<file path="config.mk">
export PLATFORM = sky130hd
export DESIGN_NAME = tick_delay_arbiter
export DESIGN_NICKNAME = d
export VERILOG_FILES = /design/src/rtl/tick_delay_arbiter_pkg.sv /design/src/rtl/tick_delay_arbiter_tick_prescaler.sv /design/src/rtl/tick_delay_arbiter.sv
export SDC_FILE = /design/constraint.sdc
export NUM_CORES = 1
export LEC_CHECK = 0
export BUFFER_PORTS_ARGS = -buffer_cell sky130_fd_sc_hd__buf_4
export CAP_MARGIN = 10
export CORE_MARGIN = 5
export CORE_UTILIZATION = 53
export DETAILED_ROUTE_END_ITERATION = 16
export PLACE_DENSITY = 0.8
export SETUP_SLACK_MARGIN = 0.3
export SLEW_MARGIN = 20
export SYNTH_ARGS = -nofsm -noshare
export SYNTH_HDL_FRONTEND = slang
export SYNTH_SLANG_ARGS = --single-unit
</file>
<file path="constraint.sdc">
create_clock -name clk -period 2.4 [get_ports clk]
set_clock_uncertainty 0.15 [all_clocks]
set_input_delay 0.48 -clock clk [delete_from_list [all_inputs] [get_ports clk]]
set_output_delay 0.48 -clock clk [all_outputs]
set_load 0.02 [all_outputs]
</file>
<file path="src/rtl/tick_delay_arbiter_pkg.sv">
// tick_delay_arbiter_pkg: shared FSM state encoding and width helper
package tick_delay_arbiter_pkg;
  typedef enum logic [1:0] {IDLE = 2'd0, RUN = 2'd1, DONE = 2'd2} state_t;
  function automatic int clog2(input int n);
    int w;
    w = 0;
    while ((1 << w) < n) w++;
    return w;
  endfunction
endpackage

</file>
<file path="src/rtl/tick_delay_arbiter_tick_prescaler.sv">
// tick_delay_arbiter_tick_prescaler: mod-(m+1) counter emitting a tick on its terminal count
module tick_delay_arbiter_tick_prescaler
  import tick_delay_arbiter_pkg::*;
#(
  parameter int M_BITS = 8
) (
  input  logic              clk,
  input  logic              reset,
  input  logic              clr_i,
  input  logic              en_i,
  input  logic [M_BITS-1:0] mod_i,
  output logic              tick_o
);
  logic [M_BITS-1:0] cnt_q, cnt_d;
  // Tick on terminal count; clear wins, otherwise wrap back to zero after the tick
  always_comb begin
    tick_o = en_i && (cnt_q == mod_i);
    cnt_d = clr_i ? '0 : !en_i ? cnt_q : tick_o ? '0 : cnt_q + 1'b1;
  end
  // Count register
  always_ff @(posedge clk or posedge reset)
    if (reset) cnt_q <= '0;
    else cnt_q <= cnt_d;
endmodule

</file>
<file path="src/rtl/tick_delay_arbiter.sv">
// tick_delay_arbiter: round-robin sharing of one prescaled delay timer among requesters
module tick_delay_arbiter
  import tick_delay_arbiter_pkg::*;
#(
  parameter int N_REQ  = 4,
  parameter int M_BITS = 8,
  parameter int D_BITS = 8,
  localparam int ID_W  = clog2(N_REQ)
) (
  input  logic                    clk,
  input  logic                    reset,
  input  logic [M_BITS-1:0]       m,
  input  logic [N_REQ-1:0]        req,
  input  logic [N_REQ*D_BITS-1:0] delay,
  output logic [N_REQ-1:0]        gnt,
  output logic [N_REQ-1:0]        done,
  output logic                    busy,
  output logic [ID_W-1:0]         active_id
);
  state_t            state_q;
  logic [N_REQ-1:0]  gnt_q, done_q;
  logic              busy_q;
  logic [ID_W-1:0]   id_q, rr_q, sel, rr_nxt;
  logic [D_BITS-1:0] rem_q;
  logic [M_BITS-1:0] m_q;
  logic              tick;

  function automatic logic [ID_W-1:0] rr_pick(input logic [N_REQ-1:0] r, input logic [ID_W-1:0] p);
    logic [ID_W-1:0] s;
    logic f;
    s = '0;
    f = 1'b0;
    for (int i = 0; i < N_REQ; i++) begin
      int k;
      k = (int'(p) + i) % N_REQ;
      if (!f && r[k]) begin
        s = ID_W'(k);
        f = 1'b1;
      end
    end
    return s;
  endfunction

  tick_delay_arbiter_tick_prescaler #(.M_BITS(M_BITS)) u_pre (
    .clk    (clk),
    .reset  (reset),
    .clr_i  (state_q != RUN),
    .en_i   (state_q == RUN),
    .mod_i  (m_q),
    .tick_o (tick)
  );

  // Round-robin winner and the pointer value that follows it
  always_comb begin
    sel = rr_pick(req, rr_q);
    rr_nxt = (sel == ID_W'(N_REQ - 1)) ? '0 : sel + 1'b1;
  end

  // Grant, countdown, abort and completion with registered handshake outputs
  always_ff @(posedge clk or posedge reset)
    if (reset) begin
      state_q <= IDLE;
      gnt_q   <= '0;
      done_q  <= '0;
      busy_q  <= 1'b0;
      id_q    <= '0;
      rr_q    <= '0;
      rem_q   <= '0;
      m_q     <= '0;
    end else begin
      done_q <= '0;
      case (state_q)
        IDLE: if (|req) begin
          state_q <= RUN;
          gnt_q   <= N_REQ'(1) << sel;
          id_q    <= sel;
          busy_q  <= 1'b1;
          m_q     <= m;
          rem_q   <= delay[sel*D_BITS +: D_BITS];
          rr_q    <= rr_nxt;
        end
        RUN: if (!req[id_q]) begin
          state_q <= IDLE;
          gnt_q   <= '0;
          busy_q  <= 1'b0;
        end else if (rem_q == '0 || (tick && rem_q == D_BITS'(1))) begin
          state_q <= DONE;
          gnt_q   <= '0;
          done_q  <= N_REQ'(1) << id_q;
        end else if (tick) begin
          rem_q <= rem_q - 1'b1;
        end
        default: begin
          state_q <= IDLE;
          busy_q  <= 1'b0;
        end
      endcase
    end

  assign gnt       = gnt_q;
  assign done      = done_q;
  assign busy      = busy_q;
  assign active_id = id_q;
endmodule

</file>
### After elaboration in Yosys (flattened, before gate mapping)

Cells that the tools add are included.

* add/subtract/negate cells: 6
* order comparisons: 5
* eq/ne operators: 11
* shift-type cells: 3
* muxes and demuxes: 43
* bitwise gates (word level): 3
* reductions and logical operators: 22

Operator list (count)
* $mux 8: 7
* $shiftx 32x6->8: 1
* $mux 4: 6
* $mux 2: 8
* $pmux 8 s2: 1
* $mux 1: 13
* $lt 3x4->1 const B: 3
* $bmux 1 s2: 5
* $ne 2x2->1 const B: 5
* $add 8x1->8 const B: 1
* $eq 8x1->1 const B: 1
* $eq 8x8->1: 1
* $logic_not 8->1: 1
* $pmux 4 s2: 1
* $shl 1x2->4 const A: 2
* $sub 8x1->8 const B: 1
* $lt 2x3->1 const B: 2
* $reduce_and 2->1: 3
* $reduce_or 2->1: 3
* $logic_and 1x1->1: 5
* $reduce_and 5->1: 1
* $add 2x1->2 const B: 2
* $add 2x2->2 const B: 2
* $pmux 2 s2: 1
* 12 further kinds: 17

* register bits after elaboration: 39
* bits of input ports: 46
* output and inout port bits: 11
* word-level logic and storage cells: 102

### Longest topological paths before layout

Gate-level depths: netlist (run 1).

* depth after elaboration: 17
* mapped depth: 9
* depth with buffers taken out: 8

### By module

From an unflattened synthesis (run 1), not the netlist that was laid out.

* cell total of the unflattened synthesis: 276
* area, all modules: 2442.3 um2

By module, submodules not included
* tick_delay_arbiter: times used 1, cells each 226, area an instance 1945.6 um2, sequential area each 775.7 um2
* tick_delay_arbiter_tick_prescaler: times used 1, cells each 50, area an instance 496.7 um2, sequential area each 200.2 um2

### Worst setup path before layout (run 1)

Ideal clock, no wire load.

* path kind: input-to-reg
* from: in req[2]
* to: reg rem_q[0]
* setup time: 124 ps
* arrival: 1935 ps
* required time: 2126 ps
* setup slack: 192 ps
* cell stages on the path: 7
* buffers on the path: 0
* path through: nor2b_1 > nor2b_1 > nor3_4 > inv_2 > mux4_2 > nor3b_1 > a211o_1

* word-level cells in the longest chain between the ends: 15
* elaborated cells between the ends (all ways): 33
* classes of those cells: 2 x eq/ne; 1 x shift; 22 x mux; 8 x reduce/logical

Ends and longest elaborated chain
* start: declaration: RTL line tick_delay_arbiter.sv:13 `input logic [N_REQ-1:0] req,`
* $bmux 1 s2: RTL line tick_delay_arbiter.sv:36 `if (!f && r[k]) begin`
* $mux 1 (not written as such): RTL line tick_delay_arbiter.sv:36
* $mux 1: RTL line tick_delay_arbiter.sv:36
* $logic_not 1->1: RTL line tick_delay_arbiter.sv:36
* $logic_and 1x1->1: RTL line tick_delay_arbiter.sv:36
* $mux 1: RTL line tick_delay_arbiter.sv:36
* $logic_not 1->1: RTL line tick_delay_arbiter.sv:36
* $logic_and 1x1->1: RTL line tick_delay_arbiter.sv:36
* $mux 1: RTL line tick_delay_arbiter.sv:36
* $logic_not 1->1: RTL line tick_delay_arbiter.sv:36
* $logic_and 1x1->1: RTL line tick_delay_arbiter.sv:36
* $mux 2 *: RTL line tick_delay_arbiter.sv:36
* named net sel[0]: RTL line tick_delay_arbiter.sv:23 `logic [ID_W-1:0] id_q, rr_q, sel, rr_nxt;`
* $shiftx 32x6->8 *: RTL line tick_delay_arbiter.sv:79 `rem_q <= delay[sel*D_BITS +: D_BITS];`
* $mux 8 *: RTL line tick_delay_arbiter.sv:73 `IDLE: if (|req) begin`
* $pmux 8 s2 *: RTL line tick_delay_arbiter.sv:72 `case (state_q)`
* end signal: assignment: RTL line tick_delay_arbiter.sv:79
* end signal: assignment: RTL line tick_delay_arbiter.sv:91 `rem_q <= rem_q - 1'b1;`
* end: declaration: RTL line tick_delay_arbiter.sv:24 `logic [D_BITS-1:0] rem_q;`

Mark *: on every way through the listed nets, which the timed path passes. The rest lies on a longest branch. The select of a mux whose other input is x is not followed.
A chain may end at the register's enable or synchronous reset.

### Worst setup path after layout (run 1)

* from: reg rem_q[5]
* to: reg rem_q[1]

* word-level cells in the longest chain between the ends: 5
* elaborated cells between the ends (all ways): 6
* classes of those cells: 2 x eq/ne; 4 x reduce/logical

Ends and longest elaborated chain
* $eq 8x1->1: RTL line tick_delay_arbiter.sv:86 `end else if (rem_q == '0 || (tick && rem_q == D_BITS'(1))) begin`
* $logic_and 1x1->1: RTL line tick_delay_arbiter.sv:86
* $logic_or 1x1->1 *: RTL line tick_delay_arbiter.sv:86
* $ne 2x2->1 (no line) *
* $reduce_and 5->1 (no line) *

Mark *: on every way between the ends. The rest lies on a longest branch, timed or not.

==> summary.md, run 1 <==
| Metric | Value |
|---|---|
| Result of the run | completed |
| Slew Limit Fails | 0 |
| CP endpoint kind | register |
| Hold Fails Final Rpt | 0 |
| Netlist Area Pre-Place | 2280 um2 |
| GR Overflow Total | 0 |
| Main combinational cell family by area after synthesis | simple AND/OR/NAND/NOR gates |
| Pleak | 1.61 nW |
| Fin nets | 383 |
| Worst Tran Pin Value | 0.702 ns |
| Largest net degree at the start of global routing | 34 |
| Logic gate share of total power | 56.6% |
| Fin cells | 379 |
| Fill cells | 269 |
| Initial core utilization | 55.7% |
| Register area | 980 um2 |
| Via count | 2,128 |
| Vias in the first global route | 2,104 |
| Slowest stage cell, crit path | or4_4 |
| Drt first pass iters | 4 |
| PwrDens | 1140 nW/um2 |
| Cells after Synth | 239 |
| Drt drc | 0 |
| Max Cap Viol | 0 |
| First-pass GRT wire length | 9800 um |
| Clock Latency Late Sink | 0.29 ns |
| Die ar. | 5700 um2 |
| Tmin final | 2.19 ns |
| Primary FF master, synth | dfrtp_1 |
| Hold_ws | 0.222 ns |
| Ys async rst share | 100% |
| Most common cell after layout, fill and taps aside | buf_4 |
| Synth Area in XOR/XNOR | 5.39% |
| # IOs | 57 |
| Met3 wire len | 375 um |
| Initial antenna violation count | 0 |
| Top cells by area, synth | dfrtp_1 (43%), nand2_1 (5.9%), xor2_1 (4.6%) |
| Synth top area share | 42.9% |
| Crit path largest cell delay | 0.57 ns |
| Register clock-pin slew on the reported worst setup and hold paths | 0.07 ns |
| CTS Buf Count | 5 |
| Pint | 2.10 mW |
| WP buf/inv | 0 |
| Worst vdd ir | 0.637 mV |
| Post-synthesis simple-gate area fraction | 22.9% |
| Syn Nets | 293 |
| Crit-path cells | or4_4 > o31ai_2 > nand2_2 > o211ai_4 > nor3_1 > a221o_1 |
| Post-synthesis sequential area ratio | 42.9% |
| CP Data Arrival Time | 2.22 ns |
| Post-Syn Area per Cell | 9.52 um2 |
| CTS Sinks | 39 |
| GRT Total Usage | 22.7% |
| N_diodes | 0 |
| Clock tree buffer depth | 2 |
| Clock share of power | 12.2% |
| Vias per std cell | 5.61 |
| GPL Wtd Cong | 0.835 |
| Complex-gate fraction of the synthesized area | 13.9% |
| IO buf count | 56 |
| CTS tree | done |
| Final HPWL DP | 4420 um |
| Sequential power share | 31.3% |
| RSZ-0062 raised after global routing | true |
| Setup TNS | 0 ns |
| Worst EP required | 2.43 ns |
| Switching Share | 43.2% |
| Area occupied by multi-input gates | 1390 um2 |
| Metal2 WL | 3250 um |
| Highest routed layer | met4 |
| Adder-cell share of the synthesized area | 4.40% |
| Drt initial violations | 189 |
| Sw Pwr | 1.60 mW |
| DRT Wirelength | 6430 um |
| Hold WC Path Type | input pin to register |
| Cells after DPL | 355 |
| Crit path max fanout | 6 |
| Drt wl/cell | 17.0 um |
| Flops & latches, synth | 39 |
| Mux contribution to synthesized area | 7.04% |
| Die X | 75.5 um |
| Critical path class | register to register |
| Fin crit share | 91.3% |
| CP delay by family, top | simple AND/OR/NAND/NOR gates |
| Cell Rows | 23 |
| CTS H-tree depth | 2 |
| Root buf cell | clkbuf_8 |
| P&R area growth vs syn | 42.2% |
| Core box area | 4090 um2 |
| Worst slew margin | 53.1% |
| Remaining antenna violation count | 0 |
| Ys Warns | 0 |
| Fmax | 456 MHz |
| Layout cells sized above 1 | 42.6% |
| Commonest non-fill, non-tap cells in the layout | buf_4 (86), dfrtp_1 (36), nand2_1 (34) |
| Met1 WL | 2690 um |
| Height of the die | 75.5 um |
| EDFF count, synth | 0 |
| Largest area contributor in the netlist | dfrtp_1 |
| Final Setup Violations | 0 |
| Startpoint Class | register |
| Yosys cell types | 47 |
==> flip-flops by register name, indices dropped and copies added, names as in the netlist <==
register and count:
m_q 8, busy 1, active_id 2, u_pre.cnt_q 8, gnt 4, state_q 2
done 4, rr_q 2, rem_q 8
==> synth_stat cells, drive strengths merged, types with 2 or more instances <==
cell and number:
xor2 12, ha 8, xnor2 2, o21ai 7
nor2b 4, nor3b 2, or2 2, and3 11
or3 3, nand3 5, a22o 4, a21oi 9
nor3 8, dfrtp 39, a221o 2, a211oi 8
o22a 3, nand2 36, mux2i 7, mux2 4
nor4 5, or4 2, clkbuf 5, mux4 2
nor2 20, and3b 2, o31ai 2, buf 2
inv 11
==> metrics by stage <==
step | instance area [um2] | worst slack (ns) | utilization (%) | power (mW)
2_1_floorplan | 2300 | 0.266 | - | 2.23
3_3_place_gp | 2880 | 0.0965 | 70.5 | 2.76
3_5_place_dp | 2880 | 0.0696 | 70.5 | 2.82
4_1_cts | 3120 | 0.220 | 76.2 | 3.49
5_1_grt | 3240 | 0.152 | 79.2 | 3.94
6_report | 3240 | 0.209 | 79.2 | 3.70
==> worst min-delay path, stage by stage <==
cell     delay [ns]
buf_4          0.08
nand2_1        0.04
nand2_1        0.04
==> power groups by stage <==
stage / registers (mW) / logic (mW) / clock network, mW
after global placement: 1.14 / 1.62 / 0
final: 1.16 / 2.09 / 0.451
after CTS: 1.14 / 1.90 / 0.456
after floorplan: 1.15 / 1.08 / 0
after detailed placement: 1.15 / 1.66 / 0
after global routing: 1.19 / 2.27 / 0.489
==> final timing paths <==
kind | start | end | slack (ns) | cells after the start
min in group asynchronous | reset | u_pre.cnt_q[5]$_DFF_PP0_ | 0.51 | 3
max in group asynchronous | reset | rr_q[1]$_DFFE_PP0P_ | 0.85 | 4
hold / removal | m[2] | m_q[2]$_DFFE_PP0P_ | 0.22 | 3
setup / recovery | rem_q[5]$_DFFE_PP0P_ | rem_q[1]$_DFFE_PP0P_ | 0.21 | 6
setup reg to reg | rem_q[5]$_DFFE_PP0P_ | rem_q[1]$_DFFE_PP0P_ | 0.21 | 6
hold reg to reg | m_q[7]$_DFFE_PP0P_ | m_q[7]$_DFFE_PP0P_ | 0.35 | 2
==> metal layers <==
metal	GRT usage [%]	up-vias
met4	6.41	0
met3	5.80	14
met2	38.4	71
met5	0	-
met1	28.8	1010
li1	-	1033
==> area by class of cell <==
class                      count  area share, %
timing repair buffer          89           21.0
clock inverter                 1          0.155
sequential                    39           30.3
tap                           50           1.93
clock buffer                   6           2.55
inverter                      11           1.28
multi-input combinational    183           42.8
==> cells by family (layout without fill, tap and decap cells) <==
family | Yosys count | in the layout
adders and majority gates | 8 | 8
AOI/OAI and AO/OA | 44 | 45
DFF | 39 | 39
and+or+nand+nor | 103 | 103
muxes | 13 | 13
xor gates and xnor gates | 14 | 14
buffers and inverters | 18 | 107
==> repair_timing <==
action                                 4_1_cts  5_1_grt
setup buffers                               11        4
pin swaps                                    6       15
endpoints found under the hold margin        6        0
resized for setup                            9       26
hold buffers                                 1        0
setup endpoints to repair                   16       25
gates cloned                                 1        0
Power figures use the tool's default switching activity.
==> run 2: changes to the inputs <==
Settings changed: CELL_PAD_IN_SITES_DETAIL_PLACEMENT from default to 2, CELL_PAD_IN_SITES_GLOBAL_PLACEMENT from default to 2, CORE_UTILIZATION 53 to 32, PLACE_DENSITY 0.8 to default, PLACE_DENSITY_LB_ADDON from default to 0.1.
==> run 2 against run 1 <==
Net effect: sequential power about the same; total power rose by 9.3%; clock-buffer cell count unchanged; non-clock buffer count is 8 higher; design area increased by 4.8%; hold slack lost 0.071 ns; sequential share of layout area fell by 1.3 points; largest power group unchanged.
==> summary.md, run 2 (synthesized netlist as in run 1, its figures left out) <==
| Metric | Value |
|---|---|
| Result of the run | completed (unchanged) |
| CTS tree | done (unchanged) |
| Pleak | 1.66 nW (was 1.61 nW) |
| Drt wl/cell | 21.7 um (was 17.0 um) |
| Fmax | 450 MHz (was 456 MHz) |
| Drt first pass iters | 4 (unchanged) |
| N_diodes | 0 (unchanged) |
| Reg-to-reg slack, setup | 0.18 ns (was 0.21 ns) |
| Slew Limit Fails | 0 (unchanged) |
| Largest regs | m_q: 8 flops, rem_q: 8 flops, u_pre.cnt_q: 8 flops (unchanged) |
| # IOs | 57 (unchanged) |
| Die ar. | 8900 um2 (was 5700 um2) |
| Cell area after layout | 3390 um2 (was 3240 um2) |
| P&R area growth vs syn | 48.9% (was 42.2%) |
| Drt initial violations | 60 (was 189) |
| CP endpoint kind | register (unchanged) |
| CP delay by family, top | simple AND/OR/NAND/NOR gates (unchanged) |
| Via count | 2,255 (was 2,128) |
| Most common cell after layout, fill and taps aside | buf_4 (unchanged) |
| Remaining antenna violation count | 0 (unchanged) |
| CP Data Arrival Time | 2.26 ns (was 2.22 ns) |
| Final core utilization | 49.3% (was 79.2%) |
| Hold WC Path Type | input pin to asynchronous set/reset pin (was input pin to register) |
| Worst slew margin | 64.3% (was 53.1%) |
| Worst Tran Pin Value | 0.535 ns (was 0.702 ns) |
| RSZ-0062 raised after global routing | true (unchanged) |
| Startpoint Class | register (unchanged) |
| GPL Wtd Cong | 0.802 (was 0.835) |
| Clock Latency Late Sink | 0.30 ns (was 0.29 ns) |
| DRT Wirelength | 9420 um (was 6430 um) |
| Setup TNS | 0 ns (unchanged) |
| PwrDens | 1190 nW/um2 (was 1140 nW/um2) |
| Pwr Total | 4.04 mW (was 3.70 mW) |
| Critical R2R Launch | rem_q[5]$_DFFE_PP0P_ (unchanged) |
| Cell Rows | 30 (was 23) |
| Root buf cell | clkbuf_8 (unchanged) |
| GR Overflow Total | 0 (unchanged) |
| CTS H-tree depth | 2 (unchanged) |
| Drt drc | 0 (unchanged) |
| Worst EP required | 2.44 ns (was 2.43 ns) |
| First-pass GRT wire length | 13,700 um (was 9800 um) |
| Final HPWL DP | 5800 um (was 4420 um) |
| Slowest stage cell, crit path | or4_4 (unchanged) |
| Layout cells sized above 1 | 44.7% (was 42.6%) |
| Crit path max fanout | 7 (was 6) |
| GRT Total Usage | 20.3% (was 22.7%) |
| Initial antenna violation count | 0 (unchanged) |
| Fin nets | 391 (was 383) |
| Max Cap Viol | 0 (unchanged) |
| WP buf/inv | 1 (was 0) |
| Hold Fails Final Rpt | 0 (unchanged) |
| Placed cell areas | 3000 um2 (was 2880 um2) |
| Vias in the first global route | 2,504 (was 2,104) |
| Tmin final | 2.22 ns (was 2.19 ns) |
| Crit-path cells | or4_4 > nor4_4 > nand4_1 > buf_6 > o211ai_4 > nor3_2 > a211o_1 (was or4_4 > o31ai_2 > nand2_2 > o211ai_4 > nor3_1 > a221o_1) |
| IO buf count | 56 (unchanged) |
| Height of the die | 94.3 um (was 75.5 um) |
| Register clock-pin slew on the reported worst setup and hold paths | 0.09 ns (was 0.07 ns) |
| Vias per std cell | 5.20 (was 5.61) |
| Final Setup Violations | 0 (unchanged) |
| CTS Buf Count | 5 (unchanged) |
| Clock tree buffer depth | 2 (unchanged) |
| Commonest non-fill, non-tap cells in the layout | buf_4 (93), nand2_1 (34), dfrtp_1 (33) (was buf_4 (86), dfrtp_1 (36), nand2_1 (34)) |
| Initial core utilization | 33.1% (was 55.7%) |
| Worst vdd ir | 0.403 mV (was 0.637 mV) |
| Die X | 94.3 um (was 75.5 um) |
| Core box area | 6870 um2 (was 4090 um2) |
| CTS Sinks | 39 (unchanged) |
| CP startpoint | rem_q[5]$_DFFE_PP0P_ (unchanged) |
| Largest net degree at the start of global routing | 40 (was 34) |
| Crit path largest cell delay | 0.60 ns (was 0.57 ns) |
| Fin crit share | 92.6% (was 91.3%) |
| Critical path class | register to register (unchanged) |
| Hold buffers post-CTS | 0 (was 1) |
run 2: per-stage QoR:
step | hold WS (ns) | cells | worst slack, ns
floorplan | 0.303 | 239 | 0.266
global placement | 0.333 | 409 | 0.0193
detailed placement | 0.340 | 409 | -0.0254
CTS | 0.181 | 430 | 0.212
global route | 0.195 | 434 | 0.0817
finish | 0.151 | 434 | 0.178
run 2: worst register-to-register path, delay by kind of cell, from the launching register on:
kind,cells,cell delay (ns)
buffers and inverters,1,0.15
AO/OA/AOI/OAI,2,0.43
AND/OR/NAND/NOR,4,0.98
flip-flops,1,0.40
run 2: repair_timing:
item / in CTS / in global routing
cloned: 1 / 0
endpoints found under the setup margin: 16 / 16
buffers inserted: 12 / 4
gates resized for setup: 18 / 22
pin swaps: 7 / 8
run 2: cell type report:
type	instances	area, um2
clock buffer	6	82.6
inverter	11	41.3
sequential	39	983
timing repair buffer	97	747
fill	743	3480
tap	96	120
clock inverter	2	16.3
multi-input combinational	183	1400
run 2: report_power, final:
part | leakage [nW] | internal (mW) | switching, mW
clock network | 0.0474 | 0.235 | 0.259
registers | 0.487 | 0.906 | 0.259
logic | 1.12 | 1.06 | 1.32
run 2: per-layer routing:
metal / vias up / global-route usage [%] / wire length [um]
li1: 1045 / - / -
met1: 1137 / 25.5 / 4050
met2: 53 / 36.2 / 4700
met3: 20 / 3.27 / 345
met4: 0 / 5.05 / 327
met5: - / 0 / 0
run 2: path summary, 6_finish.rpt:
check | endpoint | depth (start not counted)
worst min-delay path | rem_q[5]$_DFFE_PP0P_ | 3
min in group clk | m_q[6]$_DFFE_PP0P_ | 3
worst max-delay path | rem_q[0]$_DFFE_PP0P_ | 7
worst max register to register | rem_q[0]$_DFFE_PP0P_ | 7
worst min register to register | m_q[5]$_DFFE_PP0P_ | 2
max in group asynchronous | active_id[0]$_DFFE_PP0P_ | 3
